==> src/rtl/psr_ctrl.sv <==
// Write controller for the 5-bit processor status register: arbitrates interrupt
// entry/exit, software move-to-PSR and ALU flag updates, with a shadow stack for nesting.
module psr_ctrl #(
   parameter int DEPTH = 4
) (
   input  logic                       clk,
   input  logic                       reset,
   input  logic                       alu_valid,
   input  logic [4:0]                 alu_mask,
   input  logic [4:0]                 alu_flags,
   output logic                       alu_grant,
   input  logic                       mv_valid,
   input  logic [4:0]                 mv_data,
   output logic                       mv_grant,
   input  logic                       int_enter,
   input  logic                       int_exit,
   input  logic [4:0]                 psr_q,
   output logic [4:0]                 psrWrEn,
   output logic [4:0]                 psrWrite,
   output logic                       stall,
   output logic [$clog2(DEPTH+1)-1:0] depth,
   output logic                       err_ovf,
   output logic                       err_unf,
   output logic [1:0]                 stateDbg
);

   // Handshake: a valid requester holds valid high; the request is consumed in any
   // cycle where its grant is high (both combinational in the same cycle).

   localparam int DW = $clog2(DEPTH + 1);
   localparam int AW = (DEPTH > 1) ? $clog2(DEPTH) : 1;

   typedef enum logic [1:0] {
      IDLE    = 2'd0,
      SAVE    = 2'd1,
      CLEAR   = 2'd2,
      RESTORE = 2'd3
   } stateT;

   stateT         state;
   stateT         nextState;
   logic [4:0]    shadow [0:(1<<AW)-1];
   logic [4:0]    wrEnNext;
   logic [4:0]    writeNext;
   logic [DW-1:0] depthNext;
   logic          ovfNext;
   logic          unfNext;
   logic          pushEn;
   logic [AW-1:0] pushIdx;
   logic [AW-1:0] topIdx;

   assign pushIdx  = depth[AW-1:0];
   assign topIdx   = AW'(depth - DW'(1));
   assign stall    = (state != IDLE);
   assign stateDbg = state;

   always_comb begin
      nextState = state;
      wrEnNext  = 5'b00000;
      writeNext = 5'b00000;
      depthNext = depth;
      ovfNext   = err_ovf;
      unfNext   = err_unf;
      pushEn    = 1'b0;
      alu_grant = 1'b0;
      mv_grant  = 1'b0;
      case (state)
         IDLE: begin
            // Any interrupt pulse blocks both grants, even an exit that underflows.
            if (int_enter) begin
               nextState = SAVE;
            end else if (int_exit) begin
               if (depth != DW'(0)) begin
                  wrEnNext  = 5'b11111;
                  writeNext = shadow[topIdx];
                  depthNext = depth - DW'(1);
                  nextState = RESTORE;
               end else begin
                  unfNext = 1'b1;
               end
            end else if (mv_valid) begin
               mv_grant  = 1'b1;
               wrEnNext  = 5'b11111;
               writeNext = mv_data;
            end else if (alu_valid) begin
               alu_grant = 1'b1;
               wrEnNext  = alu_mask;
               writeNext = alu_flags;
            end
         end
         SAVE: begin
            if (depth == DW'(DEPTH)) begin
               ovfNext = 1'b1;
            end else begin
               pushEn    = 1'b1;
               depthNext = depth + DW'(1);
            end
            wrEnNext  = 5'b11111;
            writeNext = 5'b00000;
            nextState = CLEAR;
         end
         CLEAR:   nextState = IDLE;
         RESTORE: nextState = IDLE;
         default: nextState = IDLE;
      endcase
   end

   always_ff @(posedge clk or posedge reset) begin
      if (reset) begin
         state    <= IDLE;
         psrWrEn  <= 5'b00000;
         psrWrite <= 5'b00000;
         depth    <= '0;
         err_ovf  <= 1'b0;
         err_unf  <= 1'b0;
      end else begin
         state    <= nextState;
         psrWrEn  <= wrEnNext;
         psrWrite <= writeNext;
         depth    <= depthNext;
         err_ovf  <= ovfNext;
         err_unf  <= unfNext;
      end
   end

   // Entries above depth are don't-care, so the stack itself needs no reset.
   always_ff @(posedge clk) begin
      if (pushEn) begin
         shadow[pushIdx] <= psr_q;
      end
   end

endmodule
==> config.mk <==
export PLATFORM = sky130hd
export DESIGN_NAME = psr_ctrl
export DESIGN_NICKNAME = d
export VERILOG_FILES = /design/src/rtl/psr_ctrl.sv
export SDC_FILE = /design/constraint.sdc
export NUM_CORES = 1
export LEC_CHECK = 0
export CORE_ASPECT_RATIO = 1.2
export CORE_MARGIN = 2
export CORE_UTILIZATION = 50
export DETAILED_ROUTE_END_ITERATION = 16
export PLACE_DENSITY = 0.86
export REMOVE_ABC_BUFFERS = 1
export SLEW_MARGIN = 20
export SYNTH_ARGS = -nofsm -noshare
export SYNTH_HDL_FRONTEND = slang
export SYNTH_SLANG_ARGS = --single-unit
==> constraint.sdc <==
create_clock -name clk -period 3.5 [get_ports clk]
set_input_delay 0.525 -clock clk [delete_from_list [all_inputs] [get_ports clk]]
set_output_delay 0.525 -clock clk [all_outputs]
set_load 0.01 [all_outputs]
==> impl_metrics.json <==
{
  "status": "finished clean",
  "p_total_mw": 1.66,
  "clock-sinks": 37,
  "postSynthAreaPerCell_um2": 13.9,
  "crit_path_max_fanout": 18,
  "ys_types": 31,
  "pwr-share-comb": 0.424,
  "final_cell_mix": "45 x clkdlybuf4s50_1, 20 x edfxtp_1, 17 x dfrtp_1, 8 x nor2b_1",
  "vias": 1150,
  "drv_cap": 0,
  "p_seq_frac": 0.408,
  "synth_area_um2": 1620,
  "yosys_warnings": 0,
  "critPathRequiredTime_ns": 2.97,
  "hpwl_um": 2450,
  "insertedDiodeCount": 0,
  "syn-instance-count": 117,
  "die_y_um": 66.4,
  "cts_setup_buffers": 0,
  "tns_ns": 0,
  "fp.dieW_um": 56.0,
  "fmax_ghz": 0.355,
  "slew_headroom": 0.576,
  "ys_seq_elements": 37,
  "rsz0062_at_grt": "false",
  "tritoncts": "built",
  "arrival_ns": 2.29,
  "power_leakage_nw": 0.846,
  "areaGrowthSynthToFinish_pct": 34.4,
  "nNetsFinal": 197,
  "grt_pass1_wl_um": 5440,
  "cts_hold_buf": 0,
  "io_pins": 46,
  "switchingPower_uw": 554,
  "core-area_um2": 3080,
  "cts_buffers": 5,
  "track_usage": 0.203,
  "start_util": 0.527,
  "wl_um": 3400,
  "overflow": 0,
  "final_common_cell": "clkdlybuf4s50_1",
  "h-tree-depth": 2,
  "min_period_ns": 2.81,
  "drive_gt1_frac": 0.0958,
  "ctsResizeCount": 0,
  "worstSkewPairLatency_ns": 0.34,
  "slew_violations": 0,
  "hp-class": "reg -> reg",
  "path_class": "in -> out",
  "antenna_found_initial": 0,
  "p_int_mw": 1.10,
  "wire_per_inst_um": 16.7,
  "hold_viol": 0,
  "die_area_um2": 3720,
  "clkTransAtPathRegs_ns": 0.10,
  "drtPass1Iterations": 5,
  "setup_viol": 0,
  "p_clk_frac": 0.168,
  "clock-root-buffer": "clkbuf_4",
  "power.share.switching": 0.334,
  "fp-row-count": 22,
  "worstMarginPinSlew_ns": 0.635,
  "vias_per_cell": 5.67,
  "irDropWorstVdd_uv": 571,
  "final_antenna_net_count": 0,
  "cts_buffer_depth": 2,
  "grt_max_degree": 19,
  "power_density_nw_per_um2": 760,
  "io_buffers": 45,
  "cp-end-kind": "output pin",
  "drt_iter0_drc": 35,
  "grt_pass1_vias": 1148,
  "fin_skew_ns": 0.0115,
  "startpoint_type": "input port",
  "drc": 0,
  "gp_congestion": 0.851,
  "period_share": 0.804,
  "ys_seq_area_frac": 0.632
}
## power groups by stage
stage,logic (mW),clock network [mW],registers (mW)
2_1_floorplan,0.356,0,0.705
4_1_cts,0.708,0.285,0.679
3_5_place_dp,0.702,0,0.686
5_1_grt,0.756,0.302,0.692
3_3_place_gp,0.682,0,0.676
6_report,0.703,0.279,0.677
## metal layers
metal,part of all wire,up-vias,track usage
met5,0,-,0
met4,0.016,0,0.0952
met3,0.073,5,0.0587
met2,0.53,57,0.378
met1,0.38,555,0.209
li1,-,533,-
## critical path: stages
cell	delay [ns]
clkdlybuf4s50_1	0.40
buf_4	0.18
or2_1	0.30
nor4b_1	0.28
clkdlybuf4s50_1	0.59
## synth_stat cells
cell	instances	area share
dfrtp_1	17	0.26
inv_1	3	0.0069
or4b_4	1	0.0085
nand3b_1	1	0.0046
o21bai_1	2	0.0092
nand3_1	1	0.0031
inv_2	1	0.0023
mux2i_1	2	0.012
and3_1	3	0.012
a21oi_2	1	0.0054
nor2_2	1	0.0039
clkbuf_1	2	0.0046
xor2_1	1	0.0054
nor3_1	5	0.015
a31o_1	1	0.0054
nand2_1	6	0.014
a221oi_1	5	0.027
or2_1	1	0.0039
edfxtp_1	20	0.37
xnor2_1	1	0.0054
buf_2	1	0.0031
nor2b_1	8	0.031
ha_1	5	0.039
o21ai_1	6	0.018
nand2b_1	3	0.012
buf_4	1	0.0046
a22oi_1	1	0.0046
a21oi_1	6	0.018
nor2_1	4	0.0092
nor4b_1	2	0.011
mux4_2	5	0.069
## registers in the layout (all words and copies together) (netlist names)
signal	cells
shadow	20
stateDbg	2
err_ovf	1
err_unf	1
depth	3
psrWrite	5
psrWrEn	5
## area by class of cell
class | instances | area, um2
flip-flops and latches | 37 | 1030
fillers | 219 | 901
multi-input cells | 72 | 563
repair buffers | 46 | 458
well taps | 36 | 45.0
clock buffers | 6 | 41.3
clock inverters | 2 | 33.8
inverters | 4 | 15.0
## worst paths after layout
path | from | endpoint | slack, ns | cells past startpoint
setup / recovery | int_exit | alu_grant | 0.69 | 5
hold reg to reg | err_ovf | err_ovf | 0.49 | 1
min in group asynchronous | reset | err_unf | 0.57 | 2
max in group asynchronous | reset | depth[2] | 2.52 | 2
setup reg to reg | depth[0] | depth[2] | 1.31 | 6
hold / removal | err_ovf | err_ovf | 0.49 | 1
## logic make-up (layout without fill, tap and decap cells)
family	count (synthesis)	count (layout)	share of synthesized area
compound gates	22	22	0.0886
xor+xnor	2	2	0.0108
fa+ha+maj	5	5	0.0385
buf+inv	8	58	0.0216
flops	37	37	0.632
mux	7	7	0.0817
simple gates	36	36	0.127
## metrics by stage
| step | area, um2 | utilization | instances | hold WS [ns] | worst slack, ns |
|---|---|---|---|---|---|
| 6_report | 2180 | 0.708 | 203 | 0.489 | 0.686 |
| 4_1_cts | 2180 | 0.708 | 203 | 0.490 | 0.681 |
| 3_5_place_dp | 2110 | 0.683 | 195 | 0.464 | 0.691 |
| 3_3_place_gp | 2110 | 0.683 | 195 | 0.457 | 0.733 |
| 2_1_floorplan | 1600 | - | 113 | 0.451 | 1.56 |
| 5_1_grt | 2180 | 0.708 | 203 | 0.498 | 0.571 |
Power figures use the tool's default switching activity.
